**config.mk**
```make
export PLATFORM = sky130hd
export DESIGN_NAME = pipe_register_flat
export DESIGN_NICKNAME = d
export VERILOG_FILES = /design/src/rtl/pipe_register_pkg.sv /design/src/rtl/pipe_register_if.sv /design/src/rtl/pipe_reg_slice.sv /design/src/rtl/pipe_register.sv /design/src/flat_wrapper.sv
export SDC_FILE = /design/constraint.sdc
export NUM_CORES = 1
export LEC_CHECK = 0
export CAP_MARGIN = 20
export CORE_MARGIN = 2
export CORE_UTILIZATION = 35
export CTS_CLUSTER_DIAMETER = 50
export DETAILED_ROUTE_END_ITERATION = 16
export GPL_ROUTABILITY_DRIVEN = 1
export PLACE_DENSITY = 0.59
export SLEW_MARGIN = 20
export SYNTH_ARGS = -nofsm -noshare
export SYNTH_HDL_FRONTEND = slang
export SYNTH_SLANG_ARGS = --single-unit
```
**constraint.sdc**
```tcl
create_clock -name i_clk -period 4.56 [get_ports i_clk]
set_clock_uncertainty 0.2 [all_clocks]
set_input_delay 0.456 -clock i_clk [delete_from_list [all_inputs] [get_ports i_clk]]
set_output_delay 0.456 -clock i_clk [all_outputs]
set_load 0.005 [all_outputs]
```
**src/rtl/pipe_register_pkg.sv**
```systemverilog
// Shared constants and helpers for the elastic pipeline register.
// Latency: n/a (package only).
// Backpressure: n/a (package only).
package pipe_register_pkg;

  localparam int DEF_WIDTH = 32;
  localparam int DEF_DEPTH = 2;

  // Bits needed to hold an occupancy of 0..2*depth inclusive.
  function automatic int count_width(input int depth);
    return $clog2(2 * depth + 1);
  endfunction

endpackage

```
**src/rtl/pipe_register_if.sv**
```systemverilog
// Streaming bus of the elastic pipeline register: upstream side, downstream side, flush, occupancy.
// Latency: n/a (wires only).
// Backpressure: carried by o_ready toward the producer and i_ready from the consumer.
interface pipe_register_if import pipe_register_pkg::*; #(
  parameter int WIDTH = DEF_WIDTH,
  parameter int CW    = count_width(DEF_DEPTH)
) ();

  logic             i_flush;
  logic             i_valid;
  logic             o_ready;
  logic [WIDTH-1:0] i_data;
  logic             o_valid;
  logic             i_ready;
  logic [WIDTH-1:0] o_data;
  logic [CW-1:0]    o_count;

  // Producer/consumer view: drives the i_* side, observes the o_* side.
  modport master (
    output i_flush, i_valid, i_data, i_ready,
    input  o_ready, o_valid, o_data, o_count
  );

  // Pipeline view: receives the i_* side, drives the o_* side.
  modport slave (
    input  i_flush, i_valid, i_data, i_ready,
    output o_ready, o_valid, o_data, o_count
  );

endinterface

```
**src/rtl/pipe_reg_slice.sv**
```systemverilog
// One main+skid register slice; registers data, valid and ready paths.
// Latency: a word accepted at an edge is on o_valid/o_data right after that edge.
// Backpressure: absorbs one extra word in the skid when stalled; o_ready = !skid_v.
module pipe_reg_slice import pipe_register_pkg::*; #(
  parameter int               WIDTH     = DEF_WIDTH,
  parameter logic [WIDTH-1:0] RESET_VAL = '0
) (
  input  logic             i_clk,
  input  logic             i_rst_n,
  input  logic             i_flush,
  input  logic             i_valid,
  output logic             o_ready,
  input  logic [WIDTH-1:0] i_data,
  output logic             o_valid,
  input  logic             i_ready,
  output logic [WIDTH-1:0] o_data
);

  logic             r_main_v;
  logic [WIDTH-1:0] r_main_d;
  logic             r_skid_v;
  logic [WIDTH-1:0] r_skid_d;

  logic w_in_fire;
  logic w_out_fire;

  // Ready depends only on the skid flop, so downstream ready never reaches upstream combinationally.
  assign o_ready    = !r_skid_v;
  assign o_valid    = r_main_v;
  assign o_data     = r_main_d;
  assign w_in_fire  = i_valid && !r_skid_v;
  assign w_out_fire = r_main_v && i_ready;

  // Main/skid update: drain skid first, otherwise refill main, otherwise park the new word in skid.
  always_ff @(posedge i_clk or negedge i_rst_n) begin
    if (!i_rst_n) begin
      r_main_v <= 1'b0;
      r_main_d <= RESET_VAL;
      r_skid_v <= 1'b0;
      r_skid_d <= RESET_VAL;
    end else if (i_flush) begin
      // Flags only: stale data is harmless once the valids are low.
      r_main_v <= 1'b0;
      r_skid_v <= 1'b0;
    end else if (r_skid_v) begin
      if (w_out_fire) begin
        r_main_v <= 1'b1;
        r_main_d <= r_skid_d;
        r_skid_v <= 1'b0;
      end
    end else if (!r_main_v || w_out_fire) begin
      r_main_v <= w_in_fire;
      if (w_in_fire) begin
        r_main_d <= i_data;
      end
    end else if (w_in_fire) begin
      r_skid_v <= 1'b1;
      r_skid_d <= i_data;
    end
  end

endmodule

```
**src/rtl/pipe_register.sv**
```systemverilog
// Elastic pipeline register: DEPTH chained main+skid slices with flush and an occupancy count.
// Latency: DEPTH register delays (word accepted at edge N is visible after edge N+DEPTH-1).
// Backpressure: holds up to 2*DEPTH words with i_ready low; o_ready comes straight from a flop.
module pipe_register import pipe_register_pkg::*; #(
  parameter int               WIDTH     = DEF_WIDTH,
  parameter int               DEPTH     = DEF_DEPTH,
  parameter logic [WIDTH-1:0] RESET_VAL = '0
) (
  input  logic           i_clk,
  input  logic           i_rst_n,
  pipe_register_if.slave bus
);

  localparam int CW = count_width(DEPTH);

  // Stage k's input is w_*[k]; its output is w_*[k+1].
  logic             w_vld [DEPTH+1];
  logic             w_rdy [DEPTH+1];
  logic [WIDTH-1:0] w_dat [DEPTH+1];

  logic          w_in_fire;
  logic          w_out_fire;
  logic [CW-1:0] r_count;

  assign w_vld[0]     = bus.i_valid;
  assign w_dat[0]     = bus.i_data;
  assign w_rdy[DEPTH] = bus.i_ready;

  assign bus.o_ready = w_rdy[0];
  assign bus.o_valid = w_vld[DEPTH];
  assign bus.o_data  = w_dat[DEPTH];
  assign bus.o_count = r_count;

  for (genvar k = 0; k < DEPTH; k++) begin : g_slice
    pipe_reg_slice #(
      .WIDTH     (WIDTH),
      .RESET_VAL (RESET_VAL)
    ) u_slice (
      .i_clk   (i_clk),
      .i_rst_n (i_rst_n),
      .i_flush (bus.i_flush),
      .i_valid (w_vld[k]),
      .o_ready (w_rdy[k]),
      .i_data  (w_dat[k]),
      .o_valid (w_vld[k+1]),
      .i_ready (w_rdy[k+1]),
      .o_data  (w_dat[k+1])
    );
  end

  assign w_in_fire  = bus.i_valid && w_rdy[0];
  assign w_out_fire = w_vld[DEPTH] && bus.i_ready;

  // Occupancy tracks block-level accepts minus deliveries; flush empties everything.
  always_ff @(posedge i_clk or negedge i_rst_n) begin
    if (!i_rst_n) begin
      r_count <= '0;
    end else if (bus.i_flush) begin
      r_count <= '0;
    end else if (w_in_fire && !w_out_fire) begin
      r_count <= r_count + CW'(1);
    end else if (!w_in_fire && w_out_fire) begin
      r_count <= r_count - CW'(1);
    end
  end

endmodule

```
**src/flat_wrapper.sv**
```systemverilog
// flat-port wrapper written by rule: the top's interface ports become plain ports
module pipe_register_flat import pipe_register_pkg::*;
#(
  parameter int               WIDTH     = DEF_WIDTH,
  parameter int               DEPTH     = DEF_DEPTH,
  parameter logic [WIDTH-1:0] RESET_VAL = '0
)
  (i_clk, i_rst_n, bus_i_flush, bus_i_valid, bus_i_data, bus_i_ready, bus_o_ready, bus_o_valid, bus_o_data, bus_o_count);
  pipe_register_if #(.WIDTH(WIDTH), .CW(count_width(2))) bus_i ();
  input  logic i_clk;
  input  logic i_rst_n;
  input wire logic [$bits(bus_i.i_flush)-1:0] bus_i_flush;
  input wire logic [$bits(bus_i.i_valid)-1:0] bus_i_valid;
  input wire logic [$bits(bus_i.i_data)-1:0] bus_i_data;
  input wire logic [$bits(bus_i.i_ready)-1:0] bus_i_ready;
  output wire logic [$bits(bus_i.o_ready)-1:0] bus_o_ready;
  output wire logic [$bits(bus_i.o_valid)-1:0] bus_o_valid;
  output wire logic [$bits(bus_i.o_data)-1:0] bus_o_data;
  output wire logic [$bits(bus_i.o_count)-1:0] bus_o_count;
  assign bus_i.i_flush = bus_i_flush;
  assign bus_i.i_valid = bus_i_valid;
  assign bus_i.i_data = bus_i_data;
  assign bus_i.i_ready = bus_i_ready;
  assign bus_o_ready = bus_i.o_ready;
  assign bus_o_valid = bus_i.o_valid;
  assign bus_o_data = bus_i.o_data;
  assign bus_o_count = bus_i.o_count;
  pipe_register #(.WIDTH(WIDTH), .DEPTH(DEPTH), .RESET_VAL(RESET_VAL)) u_core (.i_clk(i_clk), .i_rst_n(i_rst_n), .bus(bus_i));
endmodule
```
Word level (Yosys, flattened, before mapping) --
Index checks and enable logic that the tools add are counted.
Cells by class: $add $sub $neg 2, equal/unequal tests 4, mux-type cells 29, bitwise operators 5, reductions and logical operators 26
Operators with widths (count):
- $mux 32 | 8
- $mux 1 | 18
- $reduce_and 4->1 | 4
- $mux 3 | 3
- $reduce_bool 3->1 | 3
- $reduce_bool 2->1 | 4
- $logic_not 1->1 | 6
- $ne 3x2->1 const B | 2
- $logic_and 1x1->1 | 5
- $not 1->1 | 5
- $ne 2x1->1 const B | 2
- $reduce_and 2->1 | 2
- $add 3x1->3 const B | 1
- $sub 3x1->3 const B | 1
- $logic_or 1x1->1 | 2
Storage, ports and cells: register bits 135, bits of input ports 37, output and inout bits 37, word-level logic and storage cells 75

Longest topological paths before layout --
depth after elaboration 7, gate-level depth with buffers 7, gate-level depth less buffers 6

Modules after synthesis --
From an unflattened synthesis, not the netlist that was laid out.
Unflattened totals: cells, all modules 389, area total of the unflattened synthesis 6089.6 sq um
Modules (own cells, without submodules):
- pipe_reg_slice | instances 2, cells an instance 182, area each 2920.3 sq um, seq. area each 1651.6 sq um
- pipe_register | instances 1, cells an instance 25, area each 249.0 sq um, seq. area each 75.1 sq um

Worst setup path before layout --
OpenSTA, ideal clock, no wires.
path kind in2reg, start in bus_i_ready, end reg u_core.g_slice[1].u_slice.r_skid_d[10], library setup time 0.125 ns, arrival time 1.572 ns, required time 4.235 ns, setup slack 2.663 ns, stages 5, path buffers 1, cells stage by stage inv_1 nand2_1 nor4b_4 buf_6 mux2_2
On the way: longest elaborated chain between the ends 4
RTL lines:
- start, declared | line flat_wrapper.sv:15 | input wire logic [$bits(bus_i.i_ready)-1:0] bus_i_ready;
- $logic_and 1x1->1 | line pipe_reg_slice.sv:32 | assign w_out_fire = r_main_v && i_ready;
- $logic_or 1x1->1 | line pipe_reg_slice.sv:51 | end else if (!r_main_v || w_out_fire) begin
- $not 1->1 (no line)
- $reduce_and 4->1 (no line)
- end signal, assigned | line pipe_reg_slice.sv:58 | r_skid_d <= i_data;
- end, declared | line pipe_reg_slice.sv:22 | logic [WIDTH-1:0] r_skid_d;
Every way passes these cells. A chain may end at the register's enable or synchronous reset.

Final worst setup path --
start reg u_core.g_slice[1].u_slice.r_skid_v, end reg u_core.g_slice[0].u_slice.r_skid_d[23]
On the way: longest elaborated chain between the ends 5
RTL lines:
- start, declared | line pipe_reg_slice.sv:21 | logic r_skid_v;
- start signal, assigned | line pipe_reg_slice.sv:39 | r_skid_v <= 1'b0;
- start signal, assigned | line pipe_reg_slice.sv:44 | r_skid_v <= 1'b0;
- start signal, assigned | line pipe_reg_slice.sv:49 | r_skid_v <= 1'b0;
- $logic_not 1->1 | line pipe_reg_slice.sv:28 | assign o_ready = !r_skid_v;
- $logic_and 1x1->1 | line pipe_reg_slice.sv:32
- $logic_or 1x1->1 | line pipe_reg_slice.sv:51
- $not 1->1 (no line)
- $reduce_and 4->1 (no line)
- end signal, assigned | line pipe_reg_slice.sv:58
- end, declared | line pipe_reg_slice.sv:22
Every way passes these cells.

==> results.toml <==
[floorplan]
io_pins = 74
fp.dieH_um = 132.3
initial_core_util_pct = 36.03
dieArea_um2 = 17510
core-area_um2 = 16000
rows = 46
die_x_um = 132.3

[layout]
fillers = 1520
nets = 564
syn_to_final_growth_pct = 24.59
antennaDiodeCount = 0
drive_gt1_share_pct = 18.59
fin_area_um2 = 7182
final_common_cell = "dfrtp_1"
final_cell_mix = "133 x dfrtp_1, 72 x clkdlybuf4s50_1, 69 x nor2_1"

[sta]
post-route-period-util_pct = 60.30
setup_viol = 0
rsz0062_at_grt = "no"
max_freq_mhz = 363.7
period_minus_slack_ns = 2.750
fin_hold_ws_ns = -0.06257
slew_viol_final = 0
worst_pin_slew_ns = 0.9809
fin_tns_setup_ns = 0
final_hold_viol_count = 37
relSlewSlack_pct = 34.45
worst_slack_ns = 1.810

[global_routing]
track_usage_pct = 13.42
met2_usage_pct = 22.05
use_met3_pct = 4.729
grt_start_max_net_pins = 105
grt_overflow = 0
antenna_found_initial = 0
grt_pass1_vias = 3566
grt_pass1_wl_um = 18170
gr-max-usage-layer = "met2"
grt_use_met1_pct = 16.27

[power_and_ir_drop]
p_per_area_nw_per_um2 = 491.2
p_total_mw = 3.528
ir_drop_uv = 323.3
p_leak_nw = 2.986

[synth]
synth_edf_count = 0
syn-num-nets = 494
ys_seq_area_share_pct = 58.61
syn-instance-count = 456
yosysWarnings = 0
synth_flop_cell = "dfrtp_1"
syn-cell-area_um2 = 5764
async_reset_ff_share_pct = 100.0
ys_ff_latch = 135
synth_cell_types = 28
syn_avg_cell_area_um2 = 12.64

[setup_path]
path_max_fanout = 33
end_kind = "register"
r2r_cells = 4
r2r-start = "u_core.g_slice[1].u_slice.r_skid_v"
critPathLaunch = "u_core.g_slice[1].u_slice.r_skid_v"
reg2reg_to = "u_core.g_slice[0].u_slice.r_skid_d[23]"
endpoint = "u_core.g_slice[0].u_slice.r_skid_d[23]"
critPathArrivalTime_ns = 2.85
start_kind = "register"
rrSetupSlack_ns = 1.81
path_class = "register to register"
crit_required_ns = 4.66

[clock_network]
cts_num_sinks = 135
cts_buffers = 17
cts-hold-fix-buffers = 0
cts_max_level = 4
cts_setup_buffers = 0
cts_tree = "done"
clockBufferDepth = 2
cts-root-buf = "clkbuf_16"
clock_latency_ns = 0.42
cts_resized = 0
clk_pin_slew_worst_paths_ns = 0.05

[outcome]
run_status = "complete, but fails checks"
violations = "hold timing"

[drt]
vias = 3478
dr.first_iter.drc_count = 150
drt_pass1_iterations = 4
viasPerCell = 4.613
route.detailed.wl_per_inst_um = 14.66
ant_nets = 0
routed_wl_um = 11050
drc_errors = 0

[placed_design]
dpl_cell_area_um2 = 6625
portBuffers = 73
dpl.hpwl_um = 6839
gp_congestion = 0.7426
pre_cts_ws_ns = 1.469

[run]
maxCapViolations = 0

[min_path]
min_path_type = "input port to asynchronous set/reset pin"
[report_power, final]
part           switching [mW]  total, mW  internal [mW]
clock                   0.464       1.28          0.817
combinational           0.250      0.640          0.390
sequential              0.146       1.61           1.46
total                   0.860       3.53           2.67
[final cells by class]
cell class                      count  area [µm²]  share of cell area (%)
Sequential cell                   135        3381                   47.07
Multi-Input combinational cell    288        2178                   30.33
Timing Repair Buffer               79       777.0                   10.82
Clock buffer                       28       516.7                   7.195
Tap cell                          216       270.3                   3.763
Clock inverter                      3       40.04                  0.5575
Inverter                            5       18.77                  0.2613
[cells in the mapped netlist, types with 2 or more instances]
cell type / instances / area share, %
a21oi_1: 66 / 5.7
dfrtp_1: 135 / 59
nand2_1: 4 / 0.26
mux2_2: 62 / 12
clkbuf_1: 2 / 0.13
buf_6: 8 / 1.6
xnor2_1: 2 / 0.30
mux2_1: 2 / 0.39
buf_1: 3 / 0.20
nand2b_1: 3 / 0.33
buf_4: 5 / 0.65
inv_1: 5 / 0.33
mux2i_1: 64 / 11
nor3_1: 3 / 0.26
buf_2: 10 / 0.87
nor2_1: 70 / 4.6
[kinds of logic (layout without fill, tap and decap cells)]
family	after synthesis	after routing	share of synthesized area, %
buffers and inverters	33	115	3.734
DFF	135	135	58.61
AOI/OAI and AO/OA	71	71	6.990
adders and majority gates	1	1	0.3473
xor gates and xnor gates	2	2	0.3039
and+or+nand+nor	86	86	6.403
muxes	128	128	23.62
[sequential cells by signal, summed over array words and instances (netlist names)]
name                             flops
u_core.g_slice.u_slice.r_skid_d     64
u_core.g_slice.u_slice.o_data       64
u_core.g_slice.u_slice.r_skid_v      2
u_core.g_slice.u_slice.o_valid       2
u_core.bus.o_count                   3
[layer usage]
metal,routed length (µm),share of wire (%)
met5,0,0
met4,153,1.4
met3,475,4.3
met2,5429,49
met1,4992,45
[worst min-delay path by stage]
stage                                                     start                                      to  slack (ns)  cells after the start
after global routing                                    i_rst_n  u_core.g_slice[0].u_slice.r_skid_d[17]        0.03                      1
after floorplan                                         i_rst_n                   u_core.bus.o_count[0]       -0.04                      0
after global placement    u_core.g_slice[1].u_slice.r_skid_d[5]   u_core.g_slice[1].u_slice.r_skid_d[5]        0.27                      1
after CTS                                               i_rst_n  u_core.g_slice[0].u_slice.r_skid_d[20]       0.007                      1
final                                                   i_rst_n  u_core.g_slice[0].u_slice.r_skid_d[17]       -0.06                      1
after detailed placement  u_core.g_slice[1].u_slice.r_skid_d[5]   u_core.g_slice[1].u_slice.r_skid_d[5]        0.27                      1
[critical path: stages (launching register included)]
cell	delay (ns)
dfrtp_2	0.44
buf_4	0.54
nand3b_1	0.23
nor2_4	0.79
mux2_2	0.42
[stage by stage]
| step | std cells | util (%) | hold WS (ns) |
|---|---|---|---|
| 6_report | 754 | 44.89 | -0.06257 |
| 5_1_grt | 754 | 44.89 | 0.02742 |
| 4_1_cts | 754 | 44.89 | 0.007416 |
| 3_5_place_dp | 723 | 41.41 | 0.2748 |
| 3_3_place_gp | 723 | 41.41 | 0.2670 |
| 2_1_floorplan | 456 | - | -0.03959 |
Power figures use the tool's default switching activity.
